===== config.mk =====
export PLATFORM = sky130hd
export DESIGN_NAME = ex_mem_reg_flat
export DESIGN_NICKNAME = d
export VERILOG_FILES = /design/src/rtl/ex_mem_if.sv /design/src/rtl/ex_mem_reg.sv /design/src/flat_wrapper.sv
export SDC_FILE = /design/constraint.sdc
export NUM_CORES = 1
export LEC_CHECK = 0
export CAP_MARGIN = 20
export CORE_ASPECT_RATIO = 1.5
export CORE_MARGIN = 5
export CORE_UTILIZATION = 38
export DETAILED_ROUTE_END_ITERATION = 16
export GPL_ROUTABILITY_DRIVEN = 0
export PLACE_DENSITY = 0.88
export SLEW_MARGIN = 30
export SYNTH_ARGS = -nofsm -noshare
export SYNTH_HDL_FRONTEND = slang
export SYNTH_SLANG_ARGS = --single-unit
export TNS_END_PERCENT = 50

===== constraint.sdc =====
create_clock -name clk -period 2.9 [get_ports clk]
set_clock_uncertainty 0.05 [all_clocks]
set_input_delay 0.29 -clock clk [delete_from_list [all_inputs] [get_ports clk]]
set_output_delay 0.29 -clock clk [all_outputs]
set_load 0.01 [all_outputs]

===== src/rtl/ex_mem_if.sv =====
// EX/MEM bus: EX-side inputs to the pipeline register and MEM-side outputs.
// When EXMEM_PERF_EN is defined the interface also carries the two
// MEM-stage performance counters (InstrCnt_MEM, BubbleCnt_MEM).
interface ex_mem_if;
    logic        Valid_EX;
    logic [31:0] ALUResult_EX;
    logic [31:0] RD2_EX;
    logic [31:0] PC_EX;
    logic [4:0]  A3_EX;
    logic        RegWrite_EX;
    logic        MemWrite_EX;
    logic [1:0]  WDSel_EX;
    logic [1:0]  Tnew_EX;

    logic        Valid_MEM;
    logic [31:0] ALUResult_MEM;
    logic [31:0] RD2_MEM;
    logic [31:0] PC_MEM;
    logic [31:0] PC8_MEM;
    logic [4:0]  A3_MEM;
    logic        RegWrite_MEM;
    logic        MemWrite_MEM;
    logic [1:0]  WDSel_MEM;
    logic [1:0]  Tnew_MEM;
    logic [31:0] FwdData_MEM;
    logic        FwdValid_MEM;
`ifdef EXMEM_PERF_EN
    logic [31:0] InstrCnt_MEM;
    logic [31:0] BubbleCnt_MEM;
`endif

    // EX stage side: drives the _EX fields, observes the MEM outputs.
    modport master (
        output Valid_EX, ALUResult_EX, RD2_EX, PC_EX, A3_EX,
               RegWrite_EX, MemWrite_EX, WDSel_EX, Tnew_EX,
        input  Valid_MEM, ALUResult_MEM, RD2_MEM, PC_MEM, PC8_MEM, A3_MEM,
               RegWrite_MEM, MemWrite_MEM, WDSel_MEM, Tnew_MEM,
               FwdData_MEM, FwdValid_MEM
`ifdef EXMEM_PERF_EN
        , input InstrCnt_MEM, BubbleCnt_MEM
`endif
    );

    // Pipeline register side: consumes the _EX fields, produces MEM outputs.
    modport slave (
        input  Valid_EX, ALUResult_EX, RD2_EX, PC_EX, A3_EX,
               RegWrite_EX, MemWrite_EX, WDSel_EX, Tnew_EX,
        output Valid_MEM, ALUResult_MEM, RD2_MEM, PC_MEM, PC8_MEM, A3_MEM,
               RegWrite_MEM, MemWrite_MEM, WDSel_MEM, Tnew_MEM,
               FwdData_MEM, FwdValid_MEM
`ifdef EXMEM_PERF_EN
        , output InstrCnt_MEM, BubbleCnt_MEM
`endif
    );
endinterface


===== src/rtl/ex_mem_reg.sv =====
// EX/MEM pipeline register of the five-stage MIPS core.
// Captures EX results and write-back control, presents them to MEM, and
// produces the MEM-stage forwarding source (ALU result or PC+8) plus its
// validity for the hazard/forward unit.
// Edge priority: reset (active-low, synchronous) > flush > hold (!en) > load.
// Optional macro EXMEM_PERF_EN adds instruction and bubble counters.
module ex_mem_reg #(
    parameter logic [31:0] RESET_PC = 32'h0000_3000
) (
    input  logic     clk,
    input  logic     reset,
    input  logic     en,
    input  logic     flush,
    ex_mem_if.slave  bus
);

    logic        valid_q,    valid_d;
    logic [31:0] alu_q,      alu_d;
    logic [31:0] rd2_q,      rd2_d;
    logic [31:0] pc_q,       pc_d;
    logic [4:0]  a3_q,       a3_d;
    logic        regwrite_q, regwrite_d;
    logic        memwrite_q, memwrite_d;
    logic [1:0]  wdsel_q,    wdsel_d;
    logic [1:0]  tnew_q,     tnew_d;

    logic        do_bubble;
    logic        do_load;
    logic [31:0] pc8;

    // A bubble is either an explicit flush (which wins over a stall) or a
    // normal load of an empty EX slot; a real load needs en and a valid slot.
    assign do_bubble = flush | (en & ~bus.Valid_EX);
    assign do_load   = ~flush & en & bus.Valid_EX;

    // Next-state selection: bubble, load, or hold (default).
    always_comb begin
        valid_d    = valid_q;
        alu_d      = alu_q;
        rd2_d      = rd2_q;
        pc_d       = pc_q;
        a3_d       = a3_q;
        regwrite_d = regwrite_q;
        memwrite_d = memwrite_q;
        wdsel_d    = wdsel_q;
        tnew_d     = tnew_q;
        if (do_bubble) begin
            valid_d    = 1'b0;
            alu_d      = 32'd0;
            rd2_d      = 32'd0;
            pc_d       = RESET_PC;
            a3_d       = 5'd0;
            regwrite_d = 1'b0;
            memwrite_d = 1'b0;
            wdsel_d    = 2'd0;
            tnew_d     = 2'd0;
        end else if (do_load) begin
            valid_d    = 1'b1;
            alu_d      = bus.ALUResult_EX;
            rd2_d      = bus.RD2_EX;
            pc_d       = bus.PC_EX;
            a3_d       = bus.A3_EX;
            regwrite_d = bus.RegWrite_EX;
            memwrite_d = bus.MemWrite_EX;
            wdsel_d    = bus.WDSel_EX;
            // One cycle has elapsed since EX; saturate at zero.
            tnew_d     = (bus.Tnew_EX == 2'd0) ? 2'd0 : bus.Tnew_EX - 2'd1;
        end
    end

    // State registers with synchronous active-low reset.
    always_ff @(posedge clk) begin
        if (!reset) begin
            valid_q    <= 1'b0;
            alu_q      <= 32'd0;
            rd2_q      <= 32'd0;
            pc_q       <= RESET_PC;
            a3_q       <= 5'd0;
            regwrite_q <= 1'b0;
            memwrite_q <= 1'b0;
            wdsel_q    <= 2'd0;
            tnew_q     <= 2'd0;
        end else begin
            valid_q    <= valid_d;
            alu_q      <= alu_d;
            rd2_q      <= rd2_d;
            pc_q       <= pc_d;
            a3_q       <= a3_d;
            regwrite_q <= regwrite_d;
            memwrite_q <= memwrite_d;
            wdsel_q    <= wdsel_d;
            tnew_q     <= tnew_d;
        end
    end

    // PC+8 is the link value for jal/jalr; wraps naturally modulo 2^32.
    assign pc8 = pc_q + 32'd8;

    assign bus.Valid_MEM     = valid_q;
    assign bus.ALUResult_MEM = alu_q;
    assign bus.RD2_MEM       = rd2_q;
    assign bus.PC_MEM        = pc_q;
    assign bus.PC8_MEM       = pc8;
    assign bus.A3_MEM        = a3_q;
    assign bus.RegWrite_MEM  = regwrite_q & valid_q;
    assign bus.MemWrite_MEM  = memwrite_q & valid_q;
    assign bus.WDSel_MEM     = wdsel_q;
    assign bus.Tnew_MEM      = tnew_q;
    // WDSel 3 is unused and falls back to the ALU result like WDSel 0.
    assign bus.FwdData_MEM   = (wdsel_q == 2'd2) ? pc8 : alu_q;
    // $0 is never a forwarding target; loads keep Tnew>=1 here so they drop out.
    assign bus.FwdValid_MEM  = valid_q & regwrite_q & (a3_q != 5'd0) & (tnew_q == 2'd0);

`ifdef EXMEM_PERF_EN
    logic [31:0] instr_cnt_q,  instr_cnt_d;
    logic [31:0] bubble_cnt_q, bubble_cnt_d;

    // Count real instructions entering MEM and inserted bubbles.
    always_comb begin
        instr_cnt_d  = instr_cnt_q;
        bubble_cnt_d = bubble_cnt_q;
        if (do_load) begin
            instr_cnt_d = instr_cnt_q + 32'd1;
        end
        if (do_bubble) begin
            bubble_cnt_d = bubble_cnt_q + 32'd1;
        end
    end

    // Counter registers, cleared by reset.
    always_ff @(posedge clk) begin
        if (!reset) begin
            instr_cnt_q  <= 32'd0;
            bubble_cnt_q <= 32'd0;
        end else begin
            instr_cnt_q  <= instr_cnt_d;
            bubble_cnt_q <= bubble_cnt_d;
        end
    end

    assign bus.InstrCnt_MEM  = instr_cnt_q;
    assign bus.BubbleCnt_MEM = bubble_cnt_q;
`endif

endmodule


===== src/flat_wrapper.sv =====
// flat-port wrapper written by rule: the top's interface ports become plain ports
module ex_mem_reg_flat 
#(
    parameter logic [31:0] RESET_PC = 32'h0000_3000
)
  (clk, reset, en, flush, bus_Valid_EX, bus_ALUResult_EX, bus_RD2_EX, bus_PC_EX, bus_A3_EX, bus_RegWrite_EX, bus_MemWrite_EX, bus_WDSel_EX, bus_Tnew_EX, bus_Valid_MEM, bus_ALUResult_MEM, bus_RD2_MEM, bus_PC_MEM, bus_PC8_MEM, bus_A3_MEM, bus_RegWrite_MEM, bus_MemWrite_MEM, bus_WDSel_MEM, bus_Tnew_MEM, bus_FwdData_MEM, bus_FwdValid_MEM);
  ex_mem_if bus_i ();
  input  logic clk;
  input  logic reset;
  input  logic en;
  input  logic flush;
  input wire logic [$bits(bus_i.Valid_EX)-1:0] bus_Valid_EX;
  input wire logic [$bits(bus_i.ALUResult_EX)-1:0] bus_ALUResult_EX;
  input wire logic [$bits(bus_i.RD2_EX)-1:0] bus_RD2_EX;
  input wire logic [$bits(bus_i.PC_EX)-1:0] bus_PC_EX;
  input wire logic [$bits(bus_i.A3_EX)-1:0] bus_A3_EX;
  input wire logic [$bits(bus_i.RegWrite_EX)-1:0] bus_RegWrite_EX;
  input wire logic [$bits(bus_i.MemWrite_EX)-1:0] bus_MemWrite_EX;
  input wire logic [$bits(bus_i.WDSel_EX)-1:0] bus_WDSel_EX;
  input wire logic [$bits(bus_i.Tnew_EX)-1:0] bus_Tnew_EX;
  output wire logic [$bits(bus_i.Valid_MEM)-1:0] bus_Valid_MEM;
  output wire logic [$bits(bus_i.ALUResult_MEM)-1:0] bus_ALUResult_MEM;
  output wire logic [$bits(bus_i.RD2_MEM)-1:0] bus_RD2_MEM;
  output wire logic [$bits(bus_i.PC_MEM)-1:0] bus_PC_MEM;
  output wire logic [$bits(bus_i.PC8_MEM)-1:0] bus_PC8_MEM;
  output wire logic [$bits(bus_i.A3_MEM)-1:0] bus_A3_MEM;
  output wire logic [$bits(bus_i.RegWrite_MEM)-1:0] bus_RegWrite_MEM;
  output wire logic [$bits(bus_i.MemWrite_MEM)-1:0] bus_MemWrite_MEM;
  output wire logic [$bits(bus_i.WDSel_MEM)-1:0] bus_WDSel_MEM;
  output wire logic [$bits(bus_i.Tnew_MEM)-1:0] bus_Tnew_MEM;
  output wire logic [$bits(bus_i.FwdData_MEM)-1:0] bus_FwdData_MEM;
  output wire logic [$bits(bus_i.FwdValid_MEM)-1:0] bus_FwdValid_MEM;
  assign bus_i.Valid_EX = bus_Valid_EX;
  assign bus_i.ALUResult_EX = bus_ALUResult_EX;
  assign bus_i.RD2_EX = bus_RD2_EX;
  assign bus_i.PC_EX = bus_PC_EX;
  assign bus_i.A3_EX = bus_A3_EX;
  assign bus_i.RegWrite_EX = bus_RegWrite_EX;
  assign bus_i.MemWrite_EX = bus_MemWrite_EX;
  assign bus_i.WDSel_EX = bus_WDSel_EX;
  assign bus_i.Tnew_EX = bus_Tnew_EX;
  assign bus_Valid_MEM = bus_i.Valid_MEM;
  assign bus_ALUResult_MEM = bus_i.ALUResult_MEM;
  assign bus_RD2_MEM = bus_i.RD2_MEM;
  assign bus_PC_MEM = bus_i.PC_MEM;
  assign bus_PC8_MEM = bus_i.PC8_MEM;
  assign bus_A3_MEM = bus_i.A3_MEM;
  assign bus_RegWrite_MEM = bus_i.RegWrite_MEM;
  assign bus_MemWrite_MEM = bus_i.MemWrite_MEM;
  assign bus_WDSel_MEM = bus_i.WDSel_MEM;
  assign bus_Tnew_MEM = bus_i.Tnew_MEM;
  assign bus_FwdData_MEM = bus_i.FwdData_MEM;
  assign bus_FwdValid_MEM = bus_i.FwdValid_MEM;
  ex_mem_reg #(.RESET_PC(RESET_PC)) u_core (.clk(clk), .reset(reset), .en(en), .flush(flush), .bus(bus_i));
endmodule

==> summary.md <==
| Metric | Value |
|---|---|
| Tmin final | `~2.8 ns` |
| Clock Tree Root | `clkbuf_16` |
| Layout cells sized above 1 | `8.91%` |
| Drt first pass iters | `4` |
| Synthesized area | `4780 µm²` |
| Synth area leader | `dfxtp_1` |
| Met3 Use GR | `7.18%` |
| CTS tree | `done` |
| Total track usage | `23.1%` |
| NumNets Final | `1051` |
| WL per Instance | `~16 µm` |
| Clock Tree Buf Depth | `2` |
| 1st-iter DRT viols | `251` |
| Die width | `102 µm` |
| Sw Ratio | `23.1%` |
| I/O Buffers | `284` |
| TNS Setup | `0 ns` |
| CORE AREA | `12400 µm²` |
| Worst path buffer plus inverter count | `3` |
| Post-synthesis sequential area ratio | `45.2%` |
| DRT antenna net count | `0` |
| Synthesized Nets | `between 700 and 800` |
| Most used flip-flop cell after synthesis | `dfxtp_1` |
| Pwr Total | `3130 µW` |
| CP endpoint | `bus_FwdData_MEM[16]` |
| Multi-input logic area | `between 2000 and 3000 µm²` |
| Pwr per Cell Area | `about 380 nW/µm²` |
| Status | `finished clean` |
| Pre-CTS setup slack | `0.00850 ns` |
| Hold/Removal Path Class | `reg -> reg` |
| Worst-Skew Late Latency | `0.33 ns` |
| Gate Count Post-Synth | `662` |
| Non-Filler Instances | `1099` |
| Ranking of synthesized cells by area | `dfxtp_1 (45%), nand2_1 (20%), a21oi_1 (11%), clkbuf_1 (3.1%), mux2_2 (2.1%)` |
| Met1 layer usage reported by global route | `25.3%` |
| Clock network fraction of total power | `40.6%` |
| Initial antenna violation count | `0` |
| Flops & latches, synth | `108` |
| Post-route clock period utilization | `96.5%` |
| Most frequent cells in the layout | `nand2_1 (259), clkdlybuf4s50_1 (254), a21oi_1 (105), dfxtp_1 (103), buf_4 (27)` |
| Remaining global-route overflow | `0` |
| Relative slew slack | `56.2%` |
| Area fraction of the dominant cell type after synthesis | `45.2%` |
| Starting Density | `38.4%` |
| R2R Path Start | `u_core.bus.PC_MEM[5]` |
| Crit-path max cell delay | `0.47 ns` |
| Critical Path, Cell by Cell | `buf_4 > and4_4 > nand4_1 > buf_4 > xnor2_2 > mux2_2 > clkdlybuf4s50_1` |
| Critical path depth in cells | `7` |
| R2R depth | `3` |
| Cells after DPL | `1079` |
| Hold-fix buffers, CTS | `0` |
| Syn_area_per_cell | `7.23 µm²` |
| Num CTS Buffers | `9` |
| Asr flop ratio synth | `0%` |
| Final hold vios | `0` |
| Number of global-route vias before repair | `5393` |
| Yosys Warn Count | `0` |
| Hpwl dp | `13200 µm` |
| P_leak | `around 0.0031 µW` |
| DRT Wirelength | `18000 µm` |
| # H-tree levels | `3` |
| Startpoint types | `register` |
| Net Sw Power | `723 µW` |
| CP max stage cell | `clkdlybuf4s50_1` |
| Vias | `5625` |
| Crit Path Category | `reg -> out` |
| Worst EP required | `2.56 ns` |
| Num rows | `50` |
| Peak supply drop | `0.276 mV` |
| Crit end category | `primary output` |
| Internal power | `2410 µW` |
| Die Area | `15000 µm²` |
| Worst path arrival time | `2.46 ns` |
| Final worst slack | `0.101 ns` |
| N_diodes | `0` |
| Met2 usage | `around 40%` |
| Chip height | `147 µm` |
| FF-to-FF End | `u_core.bus.PC_MEM[5]` |
| # setup viols final | `0` |
| Seq pwr share | `48.3%` |
| Layout filler cell count | `1014` |
| Delay-heaviest family, CP | `buffers and inverters` |
| DRC Markers | `0` |
| Vias per inst | `5.12` |
| Worst-path clk slew | `0.07 ns` |
| RSZ-0062 raised after global routing | `true` |
| Crit path top cell by count | `buf_4` |
| Comb pwr share | `11.1%` |
| Placed instance area | `around 7900 µm²` |
| Fin area | `8310 µm²` |
| Clock sink count | `around 110` |
| Max Cap Violations | `0` |
| IO Count | `285` |
| FMAX | `roughly 360 MHz` |
| Reg area | `2170 µm²` |
| Critical path startpoint | `u_core.bus.PC_MEM[3]` |
| EDFF count, synth | `0` |
| Fin. max-slew vios | `0` |
| Reg2reg setup slack | `1.95 ns` |
| Least-Margin Pin Slew | `0.657 ns` |
| Area grow syn2layout | `73.7%` |
| Most common cell after layout, fill and taps aside | `nand2_1` |
| Synth cell types | `32` |
| Pin count of the biggest net entering global routing | `61` |
| Max FO, Critical Path | `8` |
| Most used routing layer | `met2` |
| Global-route wire length before repair | `27600 µm` |
[sequential cells by signal, summed over array words and instances (netlist names)]
| register | cells |
|---|---|
| u_core.bus.RD2_MEM | 32 |
| u_core.bus.Tnew_MEM | 2 |
| u_core.bus.WDSel_MEM | 2 |
| u_core.memwrite_q | 1 |
| u_core.bus.Valid_MEM | 1 |
| u_core.bus.ALUResult_MEM | 32 |
| u_core.bus.A3_MEM | 5 |
| u_core.regwrite_q | 1 |
| u_core.bus.PC_MEM | 32 |
[layer usage]
metal	wire, µm	share of wire (%)
met1	6560	36
met2	9280	52
met3	1610	8.9
met4	561	3.1
met5	0	0
[Yosys cell counts (all sizes together) (4+ instances only)]
| cell type | number |
|---|---|
| a31oi | 15 |
| dfxtp | 108 |
| nand3 | 13 |
| buf | 11 |
| xnor2 | 7 |
| o31ai | 9 |
| or3 | 5 |
| xor2 | 5 |
| nand4 | 8 |
| clkbuf | 39 |
| a21oi | 105 |
| or4 | 12 |
| nand3b | 4 |
| nor3 | 4 |
| mux2 | 9 |
| o21ai | 7 |
| and4 | 5 |
| nor2 | 21 |
| inv | 4 |
| nand2 | 259 |
[cell type report]
type	instances	area share, %
multi-input combinational	500	30.3
inverter	4	0.181
clock inverter	6	0.843
tap	156	2.35
clock buffer	10	2.88
timing repair buffer	315	37.4
sequential	108	26.1
[worst min-delay path by stage]
stage	start	endpoint	slack [ns]	cells after the start
2_1_floorplan	bus_PC_EX[12]	u_core.bus.PC_MEM[12]	0.36	2
3_3_place_gp	u_core.memwrite_q	u_core.memwrite_q	0.39	2
3_5_place_dp	u_core.bus.RD2_MEM[29]	u_core.bus.RD2_MEM[29]	0.40	2
4_1_cts	u_core.bus.RD2_MEM[29]	u_core.bus.RD2_MEM[29]	0.41	2
5_1_grt	u_core.bus.RD2_MEM[18]	u_core.bus.RD2_MEM[18]	0.42	2
6_report	u_core.bus.RD2_MEM[18]	u_core.bus.RD2_MEM[18]	0.40	2
[power groups by stage]
| stage | clock network (µW) | registers (µW) | logic (µW) |
|---|---|---|---|
| after floorplan | 0 | 1550 | 102 |
| after detailed placement | 0 | 1550 | 350 |
| after global placement | 0 | 1540 | 346 |
| after global routing | 1380 | 1510 | 373 |
| final | 1270 | 1510 | 347 |
| after CTS | 1310 | 1510 | 348 |
[stage by stage]
| step | hold WS (ns) | util, % |
|---|---|---|
| after CTS | 0.405 | 66.1 |
| after floorplan | 0.364 | - |
| after detailed placement | 0.396 | 63.3 |
| final | 0.404 | 66.7 |
| after global routing | 0.418 | 66.7 |
| after global placement | 0.389 | 63.3 |
[timing repair]
action | in CTS | in global routing
gates resized for setup | 38 | 25
buffers inserted | 3 | 1
pin swaps | 2 | 0
endpoints found under the setup margin | 28 | 26
[tightest hold or removal path: cells and delay by family (launching register included)]
| family | cells | cell delay (ns) |
|---|---|---|
| AOI/OAI and AO/OA | 1 | 0.05 |
| and+or+nand+nor | 1 | 0.05 |
| DFF | 1 | 0.31 |
[kinds of logic (layout without fill, tap and decap cells)]
group | after synthesis | in the layout | synth area share, %
AND/OR/NAND/NOR | 342 | 342 | 30.6
XOR/XNOR | 12 | 12 | 2.20
buffers and inverters | 54 | 335 | 4.55
adder cells (fa/ha/maj) | 1 | 1 | 0.261
multiplexers | 9 | 9 | 2.12
flip-flops | 108 | 108 | 45.2
AO/OA/AOI/OAI | 136 | 136 | 15.1
Power figures use the tool's default switching activity.
